### src/rtl/prewish_pattern_sequencer_pkg.sv
// Shared definitions for the blinky pattern sequencer: mask width and FSM state encoding.
// Combinational only; no latency.
// No flow control.
package prewish_pattern_sequencer_pkg;

    localparam int MASK_W = 8;

    typedef enum logic [1:0] {
        S_IDLE  = 2'd0,
        S_LOAD  = 2'd1,
        S_DWELL = 2'd2,
        S_CLEAR = 2'd3
    } state_t;

endpackage

### src/rtl/prewish_pattern_sequencer_ram.sv
// Pattern table: 2**ADDR_BITS x MASK_W, synchronous write, registered read, no reset.
// Read latency 1 cycle; a same-address write returns the old data.
// No backpressure; accepts one write and one read every cycle.
module prewish_pattern_sequencer_ram
    import prewish_pattern_sequencer_pkg::*;
#(
    parameter int ADDR_BITS = 3
) (
    input  logic                 CLK_I,
    input  logic                 wr_en,
    input  logic [ADDR_BITS-1:0] wr_addr,
    input  logic [MASK_W-1:0]    wr_data,
    input  logic [ADDR_BITS-1:0] rd_addr,
    output logic [MASK_W-1:0]    rd_data
);

    logic [MASK_W-1:0] mem [2**ADDR_BITS];

    always_ff @(posedge CLK_I) begin
        if (wr_en) begin
            mem[wr_addr] <= wr_data;
        end
        rd_data <= mem[rd_addr];
    end

endmodule

### src/rtl/prewish_pattern_sequencer.sv
// Plays a table of LED masks into prewish_blinky, one strobe per entry, each held for a dwell.
// Strobes spaced max(dwell,1)+1 cycles; first strobe the cycle after start is accepted.
// No backpressure: the blinky load port always accepts; start while busy is ignored.
module prewish_pattern_sequencer
    import prewish_pattern_sequencer_pkg::*;
#(
    parameter int ADDR_BITS  = 3,
    parameter int DWELL_BITS = 24
) (
    input  logic                  CLK_I,
    input  logic                  RST_I,
    input  logic                  i_wr_en,
    input  logic [ADDR_BITS-1:0]  i_wr_addr,
    input  logic [MASK_W-1:0]     i_wr_data,
    input  logic                  i_start,
    input  logic                  i_stop,
    input  logic [ADDR_BITS:0]    i_len,
    input  logic [DWELL_BITS-1:0] i_dwell,
    input  logic                  i_loop,
    output logic                  STB_O,
    output logic [MASK_W-1:0]     DAT_O,
    output logic                  o_busy,
    output logic [ADDR_BITS-1:0]  o_index,
    output logic                  o_done
);

    localparam logic [ADDR_BITS:0]    LEN_ONE = 1;
    localparam logic [ADDR_BITS-1:0]  IDX_ONE = 1;
    localparam logic [DWELL_BITS-1:0] DW_ONE  = 1;

    state_t                state;
    logic [ADDR_BITS:0]    len_q;
    logic [DWELL_BITS-1:0] dwell_q;
    logic                  loop_q;
    logic [DWELL_BITS-1:0] cnt;
    logic                  show_q;

    logic [ADDR_BITS-1:0]  rd_addr;
    logic [MASK_W-1:0]     rd_data;
    logic                  last_entry;
    logic                  cnt_done;
    logic [ADDR_BITS-1:0]  next_index;
    logic [DWELL_BITS-1:0] dwell_init;

    // len may equal the full depth, so the last-entry compare needs one extra bit
    assign last_entry = ({1'b0, o_index} + LEN_ONE) == len_q;
    assign next_index = last_entry ? '0 : o_index + IDX_ONE;
    assign cnt_done   = (cnt == '0);
    assign dwell_init = (dwell_q == '0) ? '0 : dwell_q - DW_ONE;

    // Address the entry that the next LOAD will show, so the RAM latency lands on the LOAD cycle
    always_comb begin
        rd_addr = o_index;
        if (state == S_IDLE) begin
            rd_addr = '0;
        end else if (state == S_DWELL && cnt_done) begin
            rd_addr = next_index;
        end
    end

    prewish_pattern_sequencer_ram #(
        .ADDR_BITS (ADDR_BITS)
    ) u_ram (
        .CLK_I   (CLK_I),
        .wr_en   (i_wr_en),
        .wr_addr (i_wr_addr),
        .wr_data (i_wr_data),
        .rd_addr (rd_addr),
        .rd_data (rd_data)
    );

    assign DAT_O = show_q ? rd_data : '0;

    always_ff @(posedge CLK_I or posedge RST_I) begin
        if (RST_I) begin
            state   <= S_IDLE;
            len_q   <= '0;
            dwell_q <= '0;
            loop_q  <= 1'b0;
            cnt     <= '0;
            o_index <= '0;
            STB_O   <= 1'b0;
            show_q  <= 1'b0;
            o_busy  <= 1'b0;
            o_done  <= 1'b0;
        end else begin
            STB_O  <= 1'b0;
            show_q <= 1'b0;
            o_done <= 1'b0;
            case (state)
                S_IDLE: begin
                    if (i_start && !i_stop && i_len != '0) begin
                        len_q   <= i_len;
                        dwell_q <= i_dwell;
                        loop_q  <= i_loop;
                        o_index <= '0;
                        state   <= S_LOAD;
                        STB_O   <= 1'b1;
                        show_q  <= 1'b1;
                        o_busy  <= 1'b1;
                    end
                end
                S_LOAD: begin
                    cnt <= dwell_init;
                    if (i_stop) begin
                        state  <= S_CLEAR;
                        STB_O  <= 1'b1;
                        o_done <= 1'b1;
                    end else begin
                        state <= S_DWELL;
                    end
                end
                S_DWELL: begin
                    if (i_stop || (cnt_done && last_entry && !loop_q)) begin
                        state  <= S_CLEAR;
                        STB_O  <= 1'b1;
                        o_done <= 1'b1;
                    end else if (cnt_done) begin
                        o_index <= next_index;
                        state   <= S_LOAD;
                        STB_O   <= 1'b1;
                        show_q  <= 1'b1;
                    end else begin
                        cnt <= cnt - DW_ONE;
                    end
                end
                S_CLEAR: begin
                    state  <= S_IDLE;
                    o_busy <= 1'b0;
                end
                default: begin
                    state <= S_IDLE;
                end
            endcase
        end
    end

endmodule

### config.mk
export PLATFORM = sky130hd
export DESIGN_NAME = prewish_pattern_sequencer
export DESIGN_NICKNAME = d
export VERILOG_FILES = /design/src/rtl/prewish_pattern_sequencer_pkg.sv /design/src/rtl/prewish_pattern_sequencer_ram.sv /design/src/rtl/prewish_pattern_sequencer.sv
export SDC_FILE = /design/constraint.sdc
export NUM_CORES = 1
export LEC_CHECK = 0
export ABC_AREA = 1
export CAP_MARGIN = 20
export CORE_MARGIN = 3
export CORE_UTILIZATION = 48
export DETAILED_ROUTE_END_ITERATION = 8
export PLACE_DENSITY = 0.68
export SETUP_SLACK_MARGIN = 0.05
export SYNTH_ARGS = -nofsm -noshare
export SYNTH_HDL_FRONTEND = slang
export SYNTH_HIERARCHICAL = 1
export SYNTH_SLANG_ARGS = --single-unit
### constraint.sdc
create_clock -name CLK_I -period 2.57 [get_ports CLK_I]
set_input_delay 0.514 -clock CLK_I [delete_from_list [all_inputs] [get_ports CLK_I]]
set_output_delay 0.514 -clock CLK_I [all_outputs]
set_load 0.02 [all_outputs]
Word-level counts from Yosys, hierarchy flattened
Memory sizes are Yosys's and may differ from the RTL's. A register that Yosys moved wholly into a read port is not among the register bits.
Cells that the tools add are included.

word-level totals
  flip-flop bits (word level) = 62
  bits in writable memories = 64
  bits of input ports = 45
  output and inout port bits = 14
  word-level logic and storage cells = 74
  memories kept = 1

cells by class
  $add $sub $neg = 4
  equality and inequality tests = 9
  muxes and demuxes = 30
  reduce and logical (&&, ||, !) cells = 20

memories
  memory     words  width  rd ports  clocked after Yosys merged registers in  wr ports  RTL line                             RTL
  u_ram.mem  8      8      1         1                                        1         prewish_pattern_sequencer_ram.sv:17  logic [MASK_W-1:0] mem [2**ADDR_BITS];

operator list
  kind                                                                      number
  24-bit 2-to-1 mux                                                         3
  24-bit zero test                                                          2
  24-bit one-hot mux with 2 select lines                                    1
  24-bit by 1-bit subtractor with 24-bit output (second input constant)     2
  3-bit 2-to-1 mux                                                          6
  1-bit 2-to-1 mux                                                          10
  8-bit 2-to-1 mux                                                          1
  2-bit one-hot mux with 4 select lines                                     1
  2-bit 2-to-1 mux                                                          3
  2-bit inequality test (second input constant)                             3
  1-bit one-hot mux with 2 select lines                                     3
  3-bit one-hot mux with 2 select lines                                     1
  2-bit AND reduction                                                       3
  2-bit nonzero test                                                        3
  1-bit logical AND                                                         5
  3-bit by 1-bit adder with 4-bit output (second input constant)            1
  2-bit == test (second input constant)                                     2
  4-bit == test                                                             1
  4-bit AND reduction                                                       1
  4-bit nonzero test                                                        1
  3-bit by 1-bit adder with 3-bit output (second input constant)            1
  3-bit by 2-bit inequality test with 1-bit output (second input constant)  1
  1-bit one-hot mux with 3 select lines                                     1
  3-bit AND reduction                                                       1
  5 further kinds                                                           6

Longest topological paths before layout
  depth in word-level cells = 7
  depth in mapped cells = 18
  gate-level depth less buffers = 16

Modules after synthesis
The synthesis kept the hierarchy.

modules (own cells, without submodules)
  module                         times used  cells an instance  area each (um^2)  sequential area each (um^2)
  prewish_pattern_sequencer      1           637                4237.8            1551.5
  prewish_pattern_sequencer_ram  1           303                3050.4            2082.0

Least setup slack after synthesis
OpenSTA, ideal clock, no wires.

  kind = register to register
  from = register state[0]
  to = register u_ram.rd_data[5], read port of u_ram.mem
  library setup time = 0.112 ns
  data arrival time = 2.134 ns
  required time = 2.458 ns
  setup slack = 0.324 ns
  cell stages (with the launch flop) = 15
  buffers on the path = 3
  period minus slack after synthesis = 2.246 ns
  path through = dfrtp_1 -> inv_1 -> ha_1 -> buf_4 -> clkinv_1 -> nor2_2 -> inv_1 -> a211oi_1 -> buf_6 -> buf_4 -> nand2_1 -> nand3_1 -> nand2_1 -> nand2_1 -> nand2_1

on the way
  longest elaborated chain between the ends = 4
  elaborated cells on any way between the ends = 5
  those cells by class = eq/ne: 1; mux: 2; reduce/logical: 2

ends and longest elaborated chain
  item                    RTL line                             RTL
  from (decl)             prewish_pattern_sequencer.sv:31      state_t state;
  from (signal assigned)  prewish_pattern_sequencer.sv:76      state <= S_IDLE;
  from (signal assigned)  prewish_pattern_sequencer.sv:97      state <= S_LOAD;
  from (signal assigned)  prewish_pattern_sequencer.sv:106     state <= S_CLEAR;
  2-bit == test           prewish_pattern_sequencer.sv:56      end else if (state == S_DWELL && cnt_done) begin
  1-bit logical AND       prewish_pattern_sequencer.sv:56
  3-bit 2-to-1 mux        prewish_pattern_sequencer.sv:56
  3-bit 2-to-1 mux *      prewish_pattern_sequencer.sv:54      if (state == S_IDLE) begin
  net rd_addr[0]          prewish_pattern_sequencer.sv:38      logic [ADDR_BITS-1:0] rd_addr;
  to (decl)               prewish_pattern_sequencer_ram.sv:14  output logic [MASK_W-1:0] rd_data

The timed path passes the listed nets; every way through them passes the cells marked *.
A chain may end at the register's enable or synchronous reset.

Worst setup path in the final report
  from = register cnt[0]
  to = register u_ram.rd_data[7], read port of u_ram.mem

on the way
  longest elaborated chain between the ends = 4

ends and longest elaborated chain
  item                    RTL line                          RTL
  from (decl)             prewish_pattern_sequencer.sv:35   logic [DWELL_BITS-1:0] cnt;
  from (signal assigned)  prewish_pattern_sequencer.sv:104  cnt <= dwell_init;
  from (signal assigned)  prewish_pattern_sequencer.sv:124  cnt <= cnt - DW_ONE;
  24-bit zero test        prewish_pattern_sequencer.sv:48   assign cnt_done = (cnt == '0);
  1-bit logical AND       prewish_pattern_sequencer.sv:56
  3-bit 2-to-1 mux        prewish_pattern_sequencer.sv:56
  3-bit 2-to-1 mux        prewish_pattern_sequencer.sv:54
  net rd_addr[0]          prewish_pattern_sequencer.sv:38

The timed path passes the listed nets, and every way through them passes these cells.

==> summary.md <==
| Metric | Value |
|---|---|
| Most frequent standard cell in the layout excluding fill and tap cells | `nand2_1` |
| Cell Rows | `44` |
| Vias per std cell | `5.00` |
| CP Launch Type | `flip-flop` |
| Net count of the finished layout | `1069` |
| Setup TNS | `0 ns` |
| Cell at the slowest stage of the critical path | `dfrtp_1` |
| Startpoint of the worst-slack reg-to-reg timing path | `cnt[0]` |
| FF+latch count, synth | `134` |
| Post-synthesis cell type count | `37` |
| CP Data Required Time | `2.89 ns` |
| R2R depth | `15` |
| Clock Pin Slew Worst Setup and Hold Paths | `0.06 ns` |
| Violation count after the first detailed-route iteration | `571` |
| CTS buffer count | `17` |
| Hold violation count in the final report | `0` |
| Unrepaired setup endpoints after global routing | `false` |
| Final worst path period need | `2.39 ns` |
| Buffer levels on the longest clock path | `2` |
| Vias in the first global route | `5619` |
| Synthesized netlist net count | `994` |
| Clock root buffer | `clkbuf_16` |
| Skew-Pair Late Insertion Delay | `0.42 ns` |
| Critical setup path kind | `reg -> reg` |
| Synthesized instance count | `940` |
| Fraction of final layout cells with drive strength greater than 1 | `0.0788` |
| Actual transition at the worst max-transition pin | `0.586 ns` |
| Proportion of synthesized chip area in sequential cells | `0.499` |
| Initial antenna violation count | `0` |
| Growth of design area from synthesis to finish | `21.6%` |
| Instance count after placement with tap cells included | `1174` |
| Clock tree from TritonCTS | `built` |
| Power per Cell Area | `1120 mW/mm2` |
| Mean area per synthesized cell | `7.75 um2` |
| End of the worst register-to-register path | `u_ram/rd_data[7]` |
| Total power | `9.88 mW` |
| Total wire length | `17500 um` |
| Die boundary width | `129 um` |
| Pin count of the biggest net entering global routing | `35` |
| Static Leak | `4.18 nW` |
| Top fanout value on the critical path | `8` |
| Highest-count cells in the layout ignoring fill and taps | `320 x nand2_1, 133 x inv_1, 94 x nor2_1` |
| Final design utilization | `0.603` |
| Worst-case headroom to the max-slew limit | `0.608` |
| Worst clock skew | `0.00727 ns` |
| # IOs | `59` |
| Number of antenna-violating nets in the routed design | `0` |
| Peak clock frequency supported by timing | `0.419 GHz` |
| Number of clock sinks | `134` |
| Average wire per cell in the routed design | `14.4 um` |
| Routability-driven placement congestion ratio | `0.937` |
| Most used cell along the critical path | `nand2_1` |
| Tightest Hold Check Type | `in -> async` |
| Post-route fraction of the period consumed by the critical path | `0.929` |
| Final number of max-transition violations | `0` |
| Number of port buffers | `58` |
| Detailed-router iteration count before antenna repair | `5` |
| Combined global-route utilization of all metal layers | `0.220` |
| Core ar. | `0.0147 mm2` |
| Ordered list of cells on the worst path | `inv_2, ha_1, nand2_1, nor2_2, nand3_2, nor2_4, inv_1, a211oi_4, buf_6, clkbuf_16, nand2_1, nand3_1, nand2_1, nand2_1, nand2_1` |
| Hold buffer count at cts | `0` |
| Crit path DAT | `2.71 ns` |
| Total via count in the routed design | `6064` |
| First-pass GRT wire length | `28700 um` |
| Slowest Stage Delay on Critical Path | `0.41 ns` |
| Die Y | `129 um` |
| Final non-filler cell area | `0.00886 mm2` |
| Residual DRC | `0` |
| GR Overflow Total | `0` |
| Endpoint type of the worst setup path | `flip-flop` |
| Worst-case register-to-register setup slack | `0.18 ns` |
| Outcome | `finished, final reports clean` |
| Post-layout instance count excluding filler cells | `1212` |
| Setup violations, final | `0` |
| Ant diodes | `0` |
| Total standard cell area after synthesis | `0.00729 mm2` |
| Post-detailed-placement cell area | `0.00813 mm2` |
| H-tree Lvls | `4` |
| Total of max-cap violations | `0` |
| Syn. warnings | `6` |
| Worst IR Drop VDD | `0.544 mV` |
| Initial standard-cell utilization of the core | `0.496` |
| DP Wirelength | `12100 um` |
| Area of the die | `0.0167 mm2` |
## worst max-delay path by stage
stage / start / endpoint / slack (ns)
5_1_grt: cnt[18] / u_ram/rd_data[4] / 0.04
4_1_cts: cnt[0] / u_ram/rd_data[1] / 0.14
3_3_place_gp: o_index[1] / u_ram/rd_data[1] / 0.20
2_1_floorplan: state[0] / u_ram/rd_data[5] / 0.32
3_5_place_dp: cnt[0] / u_ram/rd_data[3] / 0.18
6_report: cnt[0] / u_ram/rd_data[7] / 0.18
## cells in the mapped netlist
master     instances  share of area
nor2_2             4         0.0034
clkbuf_2           1        0.00069
dfrtp_1           62           0.21
o21a_1             1         0.0010
nor2_1            98          0.050
xor2_1            18          0.022
ha_1               9          0.015
o21bai_1           2         0.0021
edfxtp_1          64           0.26
o21ai_0           56          0.038
clkbuf_1           8         0.0041
inv_1            135          0.070
nor3_1             2         0.0014
nand2_4            1         0.0015
o22ai_1            3         0.0026
or2_2              1        0.00086
a211oi_1           3         0.0031
a21oi_1           12         0.0082
dfxtp_1            8          0.022
nor2_4             2         0.0031
nand3_1           88          0.060
buf_4              5         0.0052
nand3_2            1         0.0014
and2_1             2         0.0017
xnor2_1            5         0.0060
clkinv_1           1        0.00051
nand3b_1           1         0.0010
nand4_1            4         0.0034
nand2_1          320           0.16
nand2_2            2         0.0017
nand2_8            2         0.0055
inv_4              1        0.00086
a2bb2oi_1          1         0.0012
buf_6              7          0.011
inv_2              2         0.0010
buf_2              6         0.0041
buf_8              2         0.0041
## timing repair
action / in CTS / in global routing
gates resized for setup: 0 / 8
endpoints found under the setup margin: 0 / 8
setup buffers: 0 / 4
## worst max-delay path: cells and delay by family (launching register included)
| kind | cells | cell delay (ns) |
|---|---|---|
| adders and majority gates | 1 | 0.18 |
| buffers and inverters | 4 | 0.52 |
| DFF | 1 | 0.41 |
| and+or+nand+nor | 9 | 0.78 |
| AOI/OAI and AO/OA | 1 | 0.39 |
## registers in the layout, indices dropped and copies added (netlist names)
register and cells:
STB_O 1, o_done 1, dwell_q 24, cnt 24, u_ram/rd_data 8, len_q 4
state 2, show_q 1, o_index 3, u_ram/mem 64, o_busy 1, loop_q 1
## per-layer routing
metal / wire length (um) / global-route usage / share of wire
met5: 0 / 0 / 0
met4: 200 / 0.0741 / 0.011
met3: 1060 / 0.0458 / 0.061
met2: 7740 / 0.320 / 0.44
met1: 8510 / 0.330 / 0.49
## metrics by stage
stage          hold WS [ns]  setup slack, ns
2_1_floorplan         0.462            0.324
3_3_place_gp          0.488            0.201
3_5_place_dp          0.492            0.180
4_1_cts               0.494            0.141
5_1_grt               0.533           0.0406
6_report              0.488            0.181
## report_power, final
| group | internal [mW] | switching [mW] |
|---|---|---|
| Clock | 1.73 | 0.954 |
| Sequential | 2.80 | 0.483 |
| Combinational | 1.42 | 2.50 |
## logic make-up after synthesis
| group | Yosys count | share of synthesized area |
|---|---|---|
| buffers and inverters | 168 | 0.101 |
| adders and majority gates | 9 | 0.0155 |
| AOI/OAI and AO/OA | 78 | 0.0567 |
| DFF | 134 | 0.499 |
| xor gates and xnor gates | 23 | 0.0276 |
| and+or+nand+nor | 528 | 0.301 |
## layout make-up
class	count	area (um2)
fill	1275	5840
sequential	134	3630
multi-input combinational	638	2950
timing repair buffer	85	871
inverter	139	527
clock buffer	18	429
tap	184	230
clock inverter	14	219
(Power assumes the default switching activity.)
